==> src/rtl/unit_control_pkg.sv <==
// Shared encodings for the unit_control decoder: op/cmd fields, ALU control,
// condition codes and flag-write masks.
package unit_control_pkg;

  localparam logic [1:0] OP_DP  = 2'b00;
  localparam logic [1:0] OP_MEM = 2'b01;
  localparam logic [1:0] OP_BR  = 2'b10;

  localparam logic [3:0] CMD_ADD = 4'b0100;
  localparam logic [3:0] CMD_SUB = 4'b0010;
  localparam logic [3:0] CMD_AND = 4'b0000;
  localparam logic [3:0] CMD_ORR = 4'b1100;

  typedef enum logic [1:0] {
    ALU_ADD = 2'b00,
    ALU_SUB = 2'b01,
    ALU_AND = 2'b10,
    ALU_ORR = 2'b11
  } alu_ctrl_e;

  localparam logic [3:0] COND_EQ = 4'b0000;
  localparam logic [3:0] COND_NE = 4'b0001;
  localparam logic [3:0] COND_CS = 4'b0010;
  localparam logic [3:0] COND_CC = 4'b0011;
  localparam logic [3:0] COND_MI = 4'b0100;
  localparam logic [3:0] COND_PL = 4'b0101;
  localparam logic [3:0] COND_VS = 4'b0110;
  localparam logic [3:0] COND_VC = 4'b0111;
  localparam logic [3:0] COND_HI = 4'b1000;
  localparam logic [3:0] COND_LS = 4'b1001;
  localparam logic [3:0] COND_GE = 4'b1010;
  localparam logic [3:0] COND_LT = 4'b1011;
  localparam logic [3:0] COND_GT = 4'b1100;
  localparam logic [3:0] COND_LE = 4'b1101;
  localparam logic [3:0] COND_AL = 4'b1110;

  // FlagW bit 1 enables the NZ pair, bit 0 enables the CV pair.
  localparam logic [1:0] FLAGW_NONE = 2'b00;
  localparam logic [1:0] FLAGW_NZ   = 2'b10;
  localparam logic [1:0] FLAGW_ALL  = 2'b11;

  function automatic logic cond_check(
    input logic [3:0] cond,
    input logic       n,
    input logic       z,
    input logic       c,
    input logic       v
  );
    logic ok;
    case (cond)
      COND_EQ: ok = z;
      COND_NE: ok = ~z;
      COND_CS: ok = c;
      COND_CC: ok = ~c;
      COND_MI: ok = n;
      COND_PL: ok = ~n;
      COND_VS: ok = v;
      COND_VC: ok = ~v;
      COND_HI: ok = c & ~z;
      COND_LS: ok = ~c | z;
      COND_GE: ok = (n == v);
      COND_LT: ok = (n != v);
      COND_GT: ok = ~z & (n == v);
      COND_LE: ok = z | (n != v);
      COND_AL: ok = 1'b1;
      default: ok = 1'b0;
    endcase
    return ok;
  endfunction

endpackage

==> src/rtl/cond_logic.sv <==
// Stored NZCV flags and condition evaluation; the condition only ever looks
// at the stored flags, so a failed instruction cannot update them.
module cond_logic
  import unit_control_pkg::*;
(
  input  logic       clk,
  input  logic       rst_n,
  input  logic [3:0] i_cond,
  input  logic [1:0] i_flag_w,
  input  logic       i_negative,
  input  logic       i_zero,
  input  logic       i_carry,
  input  logic       i_overflow,
  output logic       o_cond_ex
);

  logic [1:0] r_nz;
  logic [1:0] r_cv;
  logic       w_cond_ex;

  assign w_cond_ex = cond_check(i_cond, r_nz[1], r_nz[0], r_cv[1], r_cv[0]);
  assign o_cond_ex = w_cond_ex;

  always_ff @(posedge clk or negedge rst_n) begin
    if (!rst_n) begin
      r_nz <= 2'b00;
      r_cv <= 2'b00;
    end else begin
      if (i_flag_w[1] && w_cond_ex) r_nz <= {i_negative, i_zero};
      if (i_flag_w[0] && w_cond_ex) r_cv <= {i_carry, i_overflow};
    end
  end

endmodule

==> src/rtl/unit_control.sv <==
// Instruction control unit: inline main/ALU decoders plus cond_logic gating
// of the state-changing outputs.
module unit_control
  import unit_control_pkg::*;
(
  input  logic       clk,
  input  logic       rst_n,
  input  logic [3:0] Cond,
  input  logic [1:0] OP,
  input  logic [5:0] Funct,
  input  logic [3:0] RD,
  input  logic       Zero,
  input  logic       Negative,
  input  logic       Carry,
  input  logic       Overflow,
  output logic       PCSrc,
  output logic       MemtoReg,
  output logic       MemWrite,
  output logic       ALUSrc,
  output logic       RegWrite,
  output logic [1:0] RegSrc,
  output logic [1:0] ImmSrc,
  output logic [1:0] ALUControl
);

  logic       w_branch;
  logic       w_mem_w;
  logic       w_reg_w;
  logic       w_alu_op;
  logic       w_mem_to_reg;
  logic       w_alu_src;
  logic [1:0] w_reg_src;
  logic [1:0] w_imm_src;
  alu_ctrl_e  w_alu_ctrl;
  logic [1:0] w_flag_w;
  logic       w_pcs;
  logic       w_cond_ex;
  logic [3:0] w_cmd;
  logic       w_s_bit;

  assign w_cmd   = Funct[4:1];
  assign w_s_bit = Funct[0];

  always_comb begin
    w_branch     = 1'b0;
    w_mem_w      = 1'b0;
    w_reg_w      = 1'b0;
    w_alu_op     = 1'b0;
    w_mem_to_reg = 1'b0;
    w_alu_src    = 1'b0;
    w_reg_src    = 2'b00;
    w_imm_src    = 2'b00;
    case (OP)
      OP_DP: begin
        w_reg_w   = 1'b1;
        w_alu_op  = 1'b1;
        w_alu_src = Funct[5];
      end
      OP_MEM: begin
        w_alu_src = 1'b1;
        w_imm_src = 2'b01;
        // Funct[0] is L here: load writes the register file, store writes memory.
        if (Funct[0]) begin
          w_mem_to_reg = 1'b1;
          w_reg_w      = 1'b1;
        end else begin
          w_mem_w   = 1'b1;
          w_reg_src = 2'b10;
        end
      end
      OP_BR: begin
        w_branch  = 1'b1;
        w_alu_src = 1'b1;
        w_imm_src = 2'b10;
        w_reg_src = 2'b01;
      end
      default: ;
    endcase
  end

  always_comb begin
    w_alu_ctrl = ALU_ADD;
    w_flag_w   = FLAGW_NONE;
    if (w_alu_op) begin
      case (w_cmd)
        CMD_ADD: begin
          w_alu_ctrl = ALU_ADD;
          w_flag_w   = w_s_bit ? FLAGW_ALL : FLAGW_NONE;
        end
        CMD_SUB: begin
          w_alu_ctrl = ALU_SUB;
          w_flag_w   = w_s_bit ? FLAGW_ALL : FLAGW_NONE;
        end
        CMD_AND: begin
          w_alu_ctrl = ALU_AND;
          w_flag_w   = w_s_bit ? FLAGW_NZ : FLAGW_NONE;
        end
        CMD_ORR: begin
          w_alu_ctrl = ALU_ORR;
          w_flag_w   = w_s_bit ? FLAGW_NZ : FLAGW_NONE;
        end
        default: begin
          w_alu_ctrl = ALU_ADD;
          w_flag_w   = FLAGW_NONE;
        end
      endcase
    end
  end

  // Writing R15 through a normal register write is also a PC change.
  assign w_pcs = w_branch | ((RD == 4'b1111) & w_reg_w);

  cond_logic u_cond (
    .clk        (clk),
    .rst_n      (rst_n),
    .i_cond     (Cond),
    .i_flag_w   (w_flag_w),
    .i_negative (Negative),
    .i_zero     (Zero),
    .i_carry    (Carry),
    .i_overflow (Overflow),
    .o_cond_ex  (w_cond_ex)
  );

  assign PCSrc      = w_pcs & w_cond_ex;
  assign RegWrite   = w_reg_w & w_cond_ex;
  assign MemWrite   = w_mem_w & w_cond_ex;
  assign MemtoReg   = w_mem_to_reg;
  assign ALUSrc     = w_alu_src;
  assign RegSrc     = w_reg_src;
  assign ImmSrc     = w_imm_src;
  assign ALUControl = w_alu_ctrl;

endmodule

==> config.mk <==
export PLATFORM = sky130hd
export DESIGN_NAME = unit_control
export DESIGN_NICKNAME = d
export VERILOG_FILES = /design/src/rtl/unit_control_pkg.sv /design/src/rtl/cond_logic.sv /design/src/rtl/unit_control.sv
export SDC_FILE = /design/constraint.sdc
export NUM_CORES = 1
export LEC_CHECK = 0
export BUFFER_PORTS_ARGS = -buffer_cell sky130_fd_sc_hd__buf_4
export CAP_MARGIN = 20
export CORE_MARGIN = 5
export CORE_UTILIZATION = 44
export CTS_CLUSTER_DIAMETER = 150
export DETAILED_ROUTE_END_ITERATION = 10
export GPL_ROUTABILITY_DRIVEN = 0
export PLACE_DENSITY = 0.78
export SETUP_SLACK_MARGIN = 0.05
export SLEW_MARGIN = 20
export SYNTH_ARGS = -nofsm -noshare
export SYNTH_HDL_FRONTEND = slang
export SYNTH_SLANG_ARGS = --single-unit
export TNS_END_PERCENT = 20
==> constraint.sdc <==
create_clock -name clk -period 3.9 [get_ports clk]
set_input_delay 1.17 -clock clk [delete_from_list [all_inputs] [get_ports clk]]
set_output_delay 1.17 -clock clk [all_outputs]
set_load 0.03 [all_outputs]
==> impl_metrics.tcl, run 1 <==
set metrics [dict create \
    finalHoldViolCount 0 \
    critPathRequiredTime_ns 2.73 \
    crit_fanout 9 \
    swShare_pct 37.17 \
    pwr-share-comb_pct 50.2 \
    layout_min_cycle_time_ns 3.759 \
    ys_ff_latch 4 \
    rsz0062_at_grt "no" \
    finalSetupViolCount 0 \
    clock-sinks 4 \
    clk_path_buf_depth 2 \
    p_seq_share_pct 27.5 \
    synth_compound_area_share_pct 17.29 \
    antenna_left 0 \
    maxCapViolCount 0 \
    cp-start-kind "input pin" \
    final_cells 123 \
    clkPwrFrac_pct 22.3 \
    grt_antenna_before_repair 0 \
    n_antenna_cell 0 \
    startpoint "Cond[2]" \
    holdCritStartpoint "u_cond.r_cv[1]" \
    cts-hold-fix-buffers 0 \
    switching_power_uw 83.40 \
    rr_startpoint "u_cond.r_cv[0]" \
    root_buffer "clkbuf_4" \
    postCtsSetupBuffers 0 \
    p_per_area_mw_per_mm2 238.8 \
    ys.flop_type "dfrtp_1" \
    dieWidth_um 48.05 \
    hold_path_depth 1 \
    synth_nets 102 \
    intPower_uw 141.0 \
    yosys-top-cells-area "dfrtp_1 16%, ha_1 9.8%, mux2_1 7.1%" \
    grt.overflow.total 0 \
    rows 13 \
    ys_top_cells_by_count "10 x nor2_1, 5 x ha_1" \
    num-nets-final 137 \
    clk_latency_ns 0.23 \
    worstSetupPathType "in -> out" \
    synth.yosys.seq_area_share_pct 15.72 \
    synth_top_family_by_area "simple AND/OR/NAND/NOR gates" \
    async_flop_share_pct 100.0 \
    grt_max_degree 14 \
    dr.pass1.iters 2 \
    cp-end-kind "primary output" \
    yosys.area_share.simple_pct 34.58 \
    p_leak_uw 0.0004357 \
    worst_pin_slew_ns 0.2948 \
    yosysMostFrequentCell "nor2_1" \
    syn_area_sq_um 636.9 \
    io_pins 33 \
    wl_per_cell_um 14.05 \
    dp_hpwl_mm 1.454 \
    final.fill_count 117 \
    min_period_over_period_pct 96.37 \
    synth_xor_area_share_pct 5.501 \
    wl_mm 1.728 \
    initial_core_util_pct 47.75 \
    worst_clock_skew_ns 0.002984 \
    setup_slack_ns 0.1415 \
    die_h_um 48.05 \
    synth_fa_ha_area_share_pct 9.823 \
    vdd_drop_max_mv 0.2257 \
    yosysTopAreaCell "dfrtp_1" \
    synth_top_area_share_pct 15.72 \
    ys_types 35 \
    via_per_inst 5.480 \
    drc_errors 0 \
    ff2ff_path_depth 6 \
    dp_slack_ns -0.02936 \
    vias 674 \
    whs_ns 0.5659 \
    place_inst 120 \
    htree_levels 1 \
    grt_use_total_pct 16.58 \
    drive_above_1_share_pct 44.44 \
    grt_pass1_vias 644 \
    muxShareOfSynthArea_pct 10.22 \
    core_sq_mm 0.001334 \
    arrival_ns 2.59 \
    synth_edf_count 0 \
    slew_headroom_pct 80.07 \
    status "finished clean" \
    syn_to_final_growth_pct 47.54 \
    drtIter0Drc 4 \
    syn_area_per_cell_sq_um 8.491 \
    dpl_cell_area_sq_um 884.6 \
    hp-class "reg -> reg" \
    syn-instance-count 75 \
    ys.warnings.count 0 \
    grt_pass1_wl_mm 2.649 \
    cts_tree "done" \
    maxSlewViolCount 0 \
    path_clk_slew_ns 0.03 \
    numCtsBuffers 3 \
    fin_area_sq_um 939.7 \
    portBuffers 32 \
    fmax_mhz 266.1 \
    dieArea_sq_mm 0.002308 \
]
state kept, by name, summed over array words and instances, names as in the netlist:
name,cells
u_cond.r_nz,2
u_cond.r_cv,2
cell usage in the layout (no fill, tap or decap), drive strengths merged, types with 2 or more instances in the layout:
cell	instances
nand3	2
mux2i	2
dfrtp	4
and2	3
a21oi	4
mux2	4
ha	5
xnor2	3
nand4b	2
nor2	10
nand2b	2
buf	34
nand3b	2
nand2	4
inv	4
or3b	3
clkbuf	3
nor2b	2
worst paths after layout:
| check | to | slack, ns |
|---|---|---|
| worst max-delay path | MemWrite | 0.14 |
| worst min-delay path | u_cond.r_cv[1] | 0.57 |
| worst max register to register | u_cond.r_cv[1] | 1.74 |
| worst min register to register | u_cond.r_cv[1] | 0.57 |
| max in group asynchronous | u_cond.r_cv[1] | 3.08 |
| min in group asynchronous | u_cond.r_nz[0] | 0.72 |
cell families after synthesis:
group,count (synthesis)
mux,6
buf+inv,8
compound gates,11
fa+ha+maj,5
flops,4
xor+xnor,4
simple gates,37
metal layers:
layer,up-vias,part of all wire [%],track usage [%],routed length [um]
met4,0,3.2,10.75,56
met5,-,0,0,0
met1,314,39,18.22,671
li1,334,-,-,-
met2,17,53,28.23,908
met3,9,5.3,3.759,92
through the flow:
step	total power, uW	setup TNS, ns	utilization [%]
2_1_floorplan	125.9	-0.1177	-
4_1_cts	224.0	0	69.32
5_1_grt	240.1	0	70.45
3_3_place_gp	163.2	0	66.32
6_report	224.4	0	70.45
3_5_place_dp	167.2	-0.02936	66.32
worst max-delay path: stages:
cell and delay [ns]:
buf_4 0.15, and2_1 0.18, or3b_2 0.44, a41o_1 0.22
and2_4 0.19, nor2b_2 0.12, buf_6 0.14
area by class of cell:
| type | count | area [sq um] | share of cell area, % |
|---|---|---|---|
| Timing Repair Buffer | 34 | 262.8 | 27.96 |
| Clock buffer | 3 | 22.52 | 2.397 |
| Tap cell | 15 | 18.77 | 1.997 |
| Inverter | 4 | 15.01 | 1.598 |
| Multi-Input combinational cell | 63 | 520.5 | 55.39 |
| Sequential cell | 4 | 100.1 | 10.65 |
power by group through the flow:
stage / combinational [uW] / sequential, uW / clock (uW)
floorplan: 67.6 / 58.3 / 0
global placement: 102 / 61.0 / 0
detailed placement: 106 / 61.4 / 0
CTS: 111 / 60.9 / 52.5
global route: 122 / 63.2 / 55.1
finish: 113 / 61.6 / 50.0
repair_timing:
action	CTS	global route
endpoints found under the setup margin	3	3
resized for setup	5	2
pin swaps	4	2
(Power assumes the default switching activity.)
==> inputs of run 2 (changes only) <==
Settings changed: ABC_AREA from default to 1, CORE_UTILIZATION 44 to 43, PLACE_DENSITY 0.78 to 0.77, SKIP_LAST_GASP from default to 1.
==> impl_metrics.tcl, run 2 <==
set metrics [dict create \
    ys_top_cells_by_count "34 x nand2_1, 18 x inv_1, 15 x nand3_1" \
    grt_use_total_pct 17.55 \
    syn-instance-count 108 \
    drive_above_1_share_pct 29.79 \
    final_common_cell "nand2_1" \
    drtIter0Drc 14 \
    ctsResizeCount 0 \
    synth.yosys.seq_area_share_pct 16.43 \
    cp-start-kind "input pin" \
    yosys-top-cells-area "nand2_1 21%, dfrtp_1 16%, nand3_1 12%" \
    vias 758 \
    async_flop_share_pct 100.0 \
    finalHoldViolCount 0 \
    layout_min_cycle_time_ns 3.391 \
    wl_met3_um 177 \
    routed.top_layer "met3" \
    final_cell_mix "34 x nand2_1, 32 x buf_4, 18 x inv_1" \
    wl_met1_um 705 \
    critPathRequiredTime_ns 2.73 \
    yosysMostFrequentCell "nand2_1" \
    ys_ff_latch 4 \
    status "finished clean" \
    synth_top_area_share_pct 20.94 \
    via_per_inst 4.859 \
    drc_errors 0 \
    ys.warnings.count 0 \
    worst_pin_slew_ns 0.3609 \
    grt_antenna_before_repair 0 \
    maxSlewViolCount 0 \
    grt_max_degree 10 \
    p_leak_uw 0.0005344 \
    clock-sinks 4 \
    num-nets-final 170 \
    synth_edf_count 0 \
    core_sq_mm 0.001318 \
    fmax_mhz 294.9 \
    n_antenna_cell 0 \
    numCtsBuffers 3 \
    root_buffer "clkbuf_4" \
    dieWidth_um 47.65 \
    ys.flop_type "dfrtp_1" \
    clk_latency_ns 0.24 \
    yosysTopAreaCell "nand2_1" \
    grt.overflow.total 0 \
    grt_pass1_vias 766 \
    rows 13 \
    syn_area_per_cell_sq_um 5.642 \
    synth_nets 135 \
    dr.pass1.iters 4 \
    arrival_ns 2.22 \
    syn_area_sq_um 609.3 \
    postCtsSetupBuffers 0 \
    reg_top3 "u_cond.r_cv (2), u_cond.r_nz (2)" \
    initial_core_util_pct 46.25 \
    wl_mm 1.698 \
    whs_ns 0.4991 \
    crit_fanout 9 \
    finalSetupViolCount 0 \
    grt_pass1_wl_mm 2.863 \
    io_pins 33 \
    tns_ns 0 \
    worst_clock_skew_ns 0.002388 \
    syn_to_final_growth_pct 44.15 \
    hp-class "reg -> reg" \
    worstSetupPathType "in -> out" \
    portBuffers 32 \
    cp-end-kind "primary output" \
    antenna_left 0 \
    slew_headroom_pct 75.69 \
    wl_per_cell_um 10.88 \
    dieArea_sq_mm 0.002270 \
    htree_levels 1 \
    clk_path_buf_depth 2 \
    cts_tree "done" \
    cts-hold-fix-buffers 0 \
    min_period_over_period_pct 86.95 \
    vdd_drop_max_mv 0.1791 \
    dp_hpwl_mm 1.455 \
    die_h_um 47.65 \
    path_clk_slew_ns 0.04 \
    ys_types 16 \
    rsz0062_at_grt "no" \
    p_per_area_mw_per_mm2 258.3 \
    dr_wl_met2_um 815 \
    maxCapViolCount 0 \
]
[run 2: cell types whose count changed after synthesis, moves of 3 or more]
cell,previous run,this run
a21oi_1,2,5
and2_1,3,0
inv_1,4,18
mux2_1,4,0
nand2_1,4,34
nand2_2,0,4
nand3_1,2,15
o21ai_0,0,4
or3b_2,3,0
xnor2_1,3,0
[run 2: final cells by class]
class	count	area, sq um
tap	15	18.77
fill	119	439.2
multi-input combinational	83	425.4
timing repair buffer	32	240.2
sequential	4	100.1
clock buffer	3	22.52
inverter	19	71.32
[run 2: logic make-up (layout without fill, tap and decap cells)]
logic type	Yosys count	count (layout)	synth area share, %
compound gates	9	9	7.392
flops	4	4	16.43
buf+inv	21	54	13.76
fa+ha+maj	5	5	10.27
simple gates	69	69	52.16
[run 2: where the power goes]
part / internal, uW / switching (uW) / leakage [uW]
Clock: 34.5 / 17.8 / 0.0000138
Sequential: 50.8 / 9.93 / 0.0000528
Combinational: 47.2 / 66.7 / 0.000468
[run 2: final timing paths]
| path | startpoint | endpoint | slack, ns | cells past startpoint |
|---|---|---|---|---|
| setup / recovery | Cond[0] | PCSrc | 0.51 | 11 |
| hold reg to reg | u_cond.r_cv[1] | u_cond.r_cv[1] | 0.50 | 2 |
| max in group asynchronous | rst_n | u_cond.r_cv[0] | 3.08 | 1 |
| setup reg to reg | u_cond.r_nz[1] | u_cond.r_nz[0] | 2.59 | 10 |
| hold / removal | u_cond.r_cv[1] | u_cond.r_cv[1] | 0.50 | 2 |
| min in group asynchronous | rst_n | u_cond.r_nz[0] | 0.72 | 1 |
[run 2: layer usage]
layer	vias to the layer above	GRT usage, %
met2	29	32.09
met5	-	0
met4	0	3.226
met3	0	7.519
li1	404	-
met1	325	18.89
[run 2: metrics by stage]
stage	utilization, %	power [uW]	std cells	worst slack [ns]	area, sq um
after floorplan	-	132.9	108	0.5453	609.3
after global placement	64.96	172.8	153	0.5559	855.8
after detailed placement	64.96	175.6	153	0.4935	855.8
after CTS	66.67	229.1	156	0.4928	878.3
after global routing	66.67	247.6	156	0.3757	878.3
final	66.67	226.9	156	0.5089	878.3
[run 2: critical path, cell delays in order]
cell     delay (ns)
buf_4          0.14
inv_1          0.12
nand3_1        0.09
nand3_1        0.09
nand2_1        0.06
nand2_1        0.06
inv_1          0.05
nand3_4        0.12
o21ai_0        0.10
inv_1          0.06
buf_4          0.15
